<file path="src/rtl/wb_port_arbiter_if.sv">
// wb_port_arbiter_if: WB stage, long-latency unit and register-file write port signals
interface wb_port_arbiter_if #(parameter int XLEN = 32, parameter int ADDR_W = 5);
  logic              pipe_we;
  logic [ADDR_W-1:0] pipe_addr;
  logic [XLEN-1:0]   pipe_data;
  logic              lu_valid;
  logic              lu_ready;
  logic [ADDR_W-1:0] lu_addr;
  logic [XLEN-1:0]   lu_data;
  logic              rf_we;
  logic [ADDR_W-1:0] rf_addr;
  logic [XLEN-1:0]   rf_data;
  logic              stall_req;
  logic              lu_pending;
  modport slave(input pipe_we, pipe_addr, pipe_data, lu_valid, lu_addr, lu_data,
                output lu_ready, rf_we, rf_addr, rf_data, stall_req, lu_pending);
  modport master(output pipe_we, pipe_addr, pipe_data, lu_valid, lu_addr, lu_data,
                 input lu_ready, rf_we, rf_addr, rf_data, stall_req, lu_pending);
endinterface

</file>
<file path="src/rtl/wb_port_arbiter.sv">
// wb_port_arbiter: shares the register-file write port between WB and queued long-latency results
module wb_port_arbiter #(
  parameter int XLEN       = 32,
  parameter int ADDR_W     = 5,
  parameter int DEPTH      = 2,
  parameter int STARVE_MAX = 4
) (
  input logic              clk,
  input logic              rst_n,
  wb_port_arbiter_if.slave b
);
  localparam int PW = $clog2(DEPTH);
  localparam int CW = $clog2(STARVE_MAX + 1);
  logic [ADDR_W-1:0] q_addr [DEPTH];
  logic [XLEN-1:0]   q_data [DEPTH];
  logic [PW-1:0]     wp, rp;
  logic [PW:0]       count;
  logic [CW-1:0]     starve_cnt;
  logic              full, empty, pipe_req, push, take_fifo, take_pipe, hit;
  assign full       = count == (PW+1)'(DEPTH);
  assign empty      = count == '0;
  assign b.lu_ready = rst_n && !full;
  assign b.lu_pending = !empty;
  assign pipe_req   = b.pipe_we && b.pipe_addr != '0;
  // x0 results are acknowledged but never queued
  assign push       = b.lu_valid && b.lu_ready && b.lu_addr != '0;
  assign take_fifo  = !empty && (b.stall_req || !pipe_req);
  assign take_pipe  = pipe_req && !b.stall_req;
  assign hit        = starve_cnt == CW'(STARVE_MAX - 1);
  always_ff @(posedge clk)
    if (push) begin
      q_addr[wp] <= b.lu_addr;
      q_data[wp] <= b.lu_data;
    end
  always_ff @(posedge clk or negedge rst_n)
    if (!rst_n) begin
      wp          <= '0;
      rp          <= '0;
      count       <= '0;
      starve_cnt  <= '0;
      b.rf_we     <= 1'b0;
      b.rf_addr   <= '0;
      b.rf_data   <= '0;
      b.stall_req <= 1'b0;
    end else begin
      if (push) wp <= wp + 1'b1;
      if (take_fifo) rp <= rp + 1'b1;
      count   <= count + (PW+1)'(push) - (PW+1)'(take_fifo);
      b.rf_we <= take_fifo || take_pipe;
      if (take_fifo) begin
        b.rf_addr <= q_addr[rp];
        b.rf_data <= q_data[rp];
      end else if (take_pipe) begin
        b.rf_addr <= b.pipe_addr;
        b.rf_data <= b.pipe_data;
      end
      // a non-empty FIFO not granted this cycle means the pipe took the slot
      b.stall_req <= !empty && !take_fifo && hit;
      starve_cnt  <= (empty || take_fifo || hit) ? '0 : starve_cnt + 1'b1;
    end
endmodule

</file>
<file path="src/flat_wrapper.sv">
// flat-port wrapper written by rule: the top's interface ports become plain ports
module wb_port_arbiter_flat 
#(
  parameter int XLEN       = 32,
  parameter int ADDR_W     = 5,
  parameter int DEPTH      = 2,
  parameter int STARVE_MAX = 4
)
  (clk, rst_n, b_pipe_we, b_pipe_addr, b_pipe_data, b_lu_valid, b_lu_addr, b_lu_data, b_lu_ready, b_rf_we, b_rf_addr, b_rf_data, b_stall_req, b_lu_pending);
  wb_port_arbiter_if #(.XLEN(XLEN), .ADDR_W(ADDR_W)) b_i ();
  input logic clk;
  input logic rst_n;
  input wire logic [$bits(b_i.pipe_we)-1:0] b_pipe_we;
  input wire logic [$bits(b_i.pipe_addr)-1:0] b_pipe_addr;
  input wire logic [$bits(b_i.pipe_data)-1:0] b_pipe_data;
  input wire logic [$bits(b_i.lu_valid)-1:0] b_lu_valid;
  input wire logic [$bits(b_i.lu_addr)-1:0] b_lu_addr;
  input wire logic [$bits(b_i.lu_data)-1:0] b_lu_data;
  output wire logic [$bits(b_i.lu_ready)-1:0] b_lu_ready;
  output wire logic [$bits(b_i.rf_we)-1:0] b_rf_we;
  output wire logic [$bits(b_i.rf_addr)-1:0] b_rf_addr;
  output wire logic [$bits(b_i.rf_data)-1:0] b_rf_data;
  output wire logic [$bits(b_i.stall_req)-1:0] b_stall_req;
  output wire logic [$bits(b_i.lu_pending)-1:0] b_lu_pending;
  assign b_i.pipe_we = b_pipe_we;
  assign b_i.pipe_addr = b_pipe_addr;
  assign b_i.pipe_data = b_pipe_data;
  assign b_i.lu_valid = b_lu_valid;
  assign b_i.lu_addr = b_lu_addr;
  assign b_i.lu_data = b_lu_data;
  assign b_lu_ready = b_i.lu_ready;
  assign b_rf_we = b_i.rf_we;
  assign b_rf_addr = b_i.rf_addr;
  assign b_rf_data = b_i.rf_data;
  assign b_stall_req = b_i.stall_req;
  assign b_lu_pending = b_i.lu_pending;
  wb_port_arbiter #(.XLEN(XLEN), .ADDR_W(ADDR_W), .DEPTH(DEPTH), .STARVE_MAX(STARVE_MAX)) u_core (.clk(clk), .rst_n(rst_n), .b(b_i));
endmodule
</file>
<file path="config.mk">
export PLATFORM = sky130hd
export DESIGN_NAME = wb_port_arbiter_flat
export DESIGN_NICKNAME = d
export VERILOG_FILES = /design/src/rtl/wb_port_arbiter_if.sv /design/src/rtl/wb_port_arbiter.sv /design/src/flat_wrapper.sv
export SDC_FILE = /design/constraint.sdc
export NUM_CORES = 1
export LEC_CHECK = 0
export CAP_MARGIN = 30
export CORE_UTILIZATION = 50
export CTS_CLUSTER_DIAMETER = 100
export DETAILED_ROUTE_END_ITERATION = 10
export PLACE_DENSITY = 0.81
export RECOVER_POWER = 100
export SYNTH_ARGS = -nofsm -noshare
export SYNTH_HDL_FRONTEND = slang
export SYNTH_SLANG_ARGS = --single-unit
</file>
<file path="constraint.sdc">
create_clock -name clk -period 5.22 [get_ports clk]
set_input_delay 1.044 -clock clk [delete_from_list [all_inputs] [get_ports clk]]
set_output_delay 1.044 -clock clk [all_outputs]
set_load 0.01 [all_outputs]
</file>
==> summary.md <==
| Metric | Value |
|---|---|
| Most used DFF post-synth | `edfxtp_1` |
| Final GP Congestion | `approximately 0.74` |
| Min Tclk post-route | `3870 ps` |
| Cell with the most instances after synthesis | `edfxtp_1` |
| Failing checks | `max-capacitance violations, max-slew violations` |
| Post-Synth Simple-Gate Area | `0.0786` |
| Area share of the largest cell type after synthesis | `0.472` |
| Post-Synthesis Cells | `354` |
| Final hold vios | `0` |
| Via count | `3130` |
| Final Skew | `approximately 10 ps` |
| Area leader, netlist | `edfxtp_1` |
| Port-buffer cells | `between 100 and 150` |
| Mux cell area share after synthesis | `0.0786` |
| Period utilization | `0.741` |
| ANT nets after route | `0` |
| Clock sinks | `120` |
| Max VDD drop | `between 0.2 and 0.3 mV` |
| Clock Path Buffers | `2` |
| Chip height | `around 99 µm` |
| Core box area | `roughly 9000 µm²` |
| First-pass GRT wire length | `around 16 mm` |
| Hold crit path type | `reg2reg` |
| Total grt overflow | `0` |
| Slew Viols, Final | `150` |
| Mapped Nets | `roughly 440` |
| Residual DRC | `0` |
| Synthesized area | `~4700 µm²` |
| Post-synth cell types | `26` |
| Depth of the most critical reg-to-reg path | `4` |
| Crit end category | `flop` |
| Clk Latency, worst-skew pair | `roughly 500 ps` |
| Max frequency | `about 260 MHz` |
| Synth area leaders | `edfxtp_1 (47%), dfrtp_1 (24%), mux2i_1 (7.9%)` |
| Sequential area share after synthesis | `0.716` |
| Post-route insts no fill | `600` |
| # diodes | `0` |
| Die width | `99.1 µm` |
| Num ports | `about 120` |
| Worst path arrival time | `~3700 ps` |
| Pre-CTS WS | `~2000 ps` |
| FF-to-FF Start | `u_core.count[0]$_DFF_PN0_` |
| Final setup margin | `about 1400 ps` |
| Worst hold stages | `1` |
| Vias/cell | `5.22` |
| Kind of critical path | `in2reg` |
| Slew margin rel. | `-0.777` |
| Outcome | `complete, but fails checks` |
| Max_cap viols | `4` |
| Setup-failing EPs final | `0` |
| CTS resizes | `0` |
| 1st-pass router iterations | `4` |
| CTS buffer count | `17` |
| Compound-gate portion of the synthesized area | `0.0866` |
| Final WL | `9.73 mm` |
| Syn_area_per_cell | `approximately 13 µm²` |
| Post-DP HPWL | `6.33 mm` |
| Routed length per instance | `~16 µm` |
| Post-synth EDFFs | `74` |
| RSZ-0062 raised after global routing | `no` |
| Vias in the first global route | `3286` |
| PD cells | `between 500 and 600 nW/µm²` |
| Post-synth top cells | `edfxtp_1 (74), dfrtp_1 (46), nor2_1 (40), nand2_1 (38)` |
| Row count | `35` |
| Root Buffer | `clkbuf_8` |
| Adder-Cell Fraction of Synth Area | `0.00797` |
| Largest family of logic cells by synthesized area | `compound AO/OA/AOI/OAI gates` |
| Layout Utilization | `0.712` |
| Synth Register Bits | `120` |
| XOR/XNOR share of the synthesized area | `0.00558` |
| Crit Path Max Fanout | `37` |
| Initial core utilization | `0.512` |
| Placed cells | `roughly 570` |
| CP Launch Type | `input port` |
| Fin nets | `approximately 560` |
| Largest net degree at the start of global routing | `77` |
| Post-CTS Setup Inserts | `0` |
| Initial antenna violation count | `0` |
| DR iter-0 viols | `95` |
| Origin of the worst setup path | `b_lu_addr[0]` |
| CTS tree | `done` |
| Area growth syn-to-layout | `39.1%` |
| Post-synth ARST share | `0.383` |
| Hold buffers post-CTS | `0` |
| Yosys warning count | `0` |
| LEAKAGE | `2.62 nW` |
| Setup TNS | `0 ps` |
| Clock-pin transition on the worst setup and hold timing paths | `around 50 ps` |
| Hold Path Origin | `u_core.starve_cnt[0]$_DFF_PN0_` |
| Gr usage total | `0.217` |
| H-tree depth | `4` |
| Die ar. | `about 9800 µm²` |
| Layout cell share with drive strength beyond 1 | `0.0716` |
| Worst Tran Pin Value | `roughly 2700 ps` |
| Worst Path Required | `just over 5000 ps` |
## state kept, by name, summed over array words and instances (netlist names), 2 cells and up
register	count
u_core.starve_cnt	3
u_core.q_addr	10
u_core.b.rf_data	32
u_core.q_data	64
u_core.count	2
u_core.b.rf_addr	5
## worst max-delay path, cell delays in order
cell and delay (ps):
dlygate4sd3_1 570, or4_2 670, o211a_1 270, and2_0 1130
## layer usage
| layer | global-route usage | wire length, µm | share of wire |
|---|---|---|---|
| met5 | 0 | 0 | 0 |
| met1 | 0.250 | 4050 | 0.42 |
| met2 | 0.388 | 5120 | 0.53 |
| met4 | 0.0781 | 78 | 0.0080 |
| met3 | 0.0574 | 482 | 0.050 |
## cell type report
cell class	count	area (µm²)
clock buffer	22	443
clock inverter	10	128
fill	653	2650
inverter	3	11.3
multi-input combinational	211	1220
sequential	120	3370
tap	111	139
timing repair buffer	123	1240
## cells in the final DEF, fill, tap and decap left out, types with 3 or more instances in the layout
| cell type | netlist | final |
|---|---|---|
| dlygate4sd3_1 | 0 | 78 |
| bufinv_16 | 0 | 3 |
| nand2_1 | 38 | 38 |
| mux2i_1 | 37 | 37 |
| clkdlybuf4s50_1 | 0 | 39 |
| nor2_1 | 40 | 39 |
| a21oi_1 | 37 | 37 |
| nor3_1 | 3 | 3 |
| nand2b_1 | 3 | 3 |
| clkinv_2 | 0 | 6 |
| inv_1 | 3 | 3 |
| edfxtp_1 | 74 | 74 |
| dfrtp_1 | 46 | 45 |
| clkbuf_1 | 8 | 7 |
| clkbuf_16 | 0 | 16 |
| ha_1 | 3 | 3 |
| o21ai_0 | 35 | 36 |
## cells by family after synthesis
kind of cell	Yosys count
xor+xnor	3
fa+ha+maj	3
mux	37
buf+inv	23
simple gates	90
flops	120
compound gates	78
## final timing paths
kind / end / slack [ps]
setup / recovery: u_core.q_data[1][27]$_DFFE_PP_ / 1350
hold / removal: u_core.starve_cnt[0]$_DFF_PN0_ / 450
setup reg to reg: u_core.q_data[1][27]$_DFFE_PP_ / 1870
hold reg to reg: u_core.starve_cnt[0]$_DFF_PN0_ / 450
max in group asynchronous: u_core.rp$_DFFE_PN0P_ / 1910
min in group asynchronous: u_core.b.rf_addr[4]$_DFFE_PN0P_ / 1610
## stage by stage
stage | total power, mW | instance area (µm²) | hold WS (ps)
global placement | 2.30 | 5960 | 425
global route | 3.59 | 6550 | 463
floorplan | 1.94 | 4710 | 415
detailed placement | 2.36 | 6010 | 438
CTS | 3.48 | 6580 | 448
finish | 3.39 | 6550 | 445
## power breakdown
group	internal, mW	total, mW	switching (mW)
Clock	0.733	1.11	0.378
Sequential	1.22	1.32	0.0988
Combinational	0.444	0.965	0.521
Total	2.40	3.39	0.998
No activity file was read; power rests on OpenSTA's default activity.
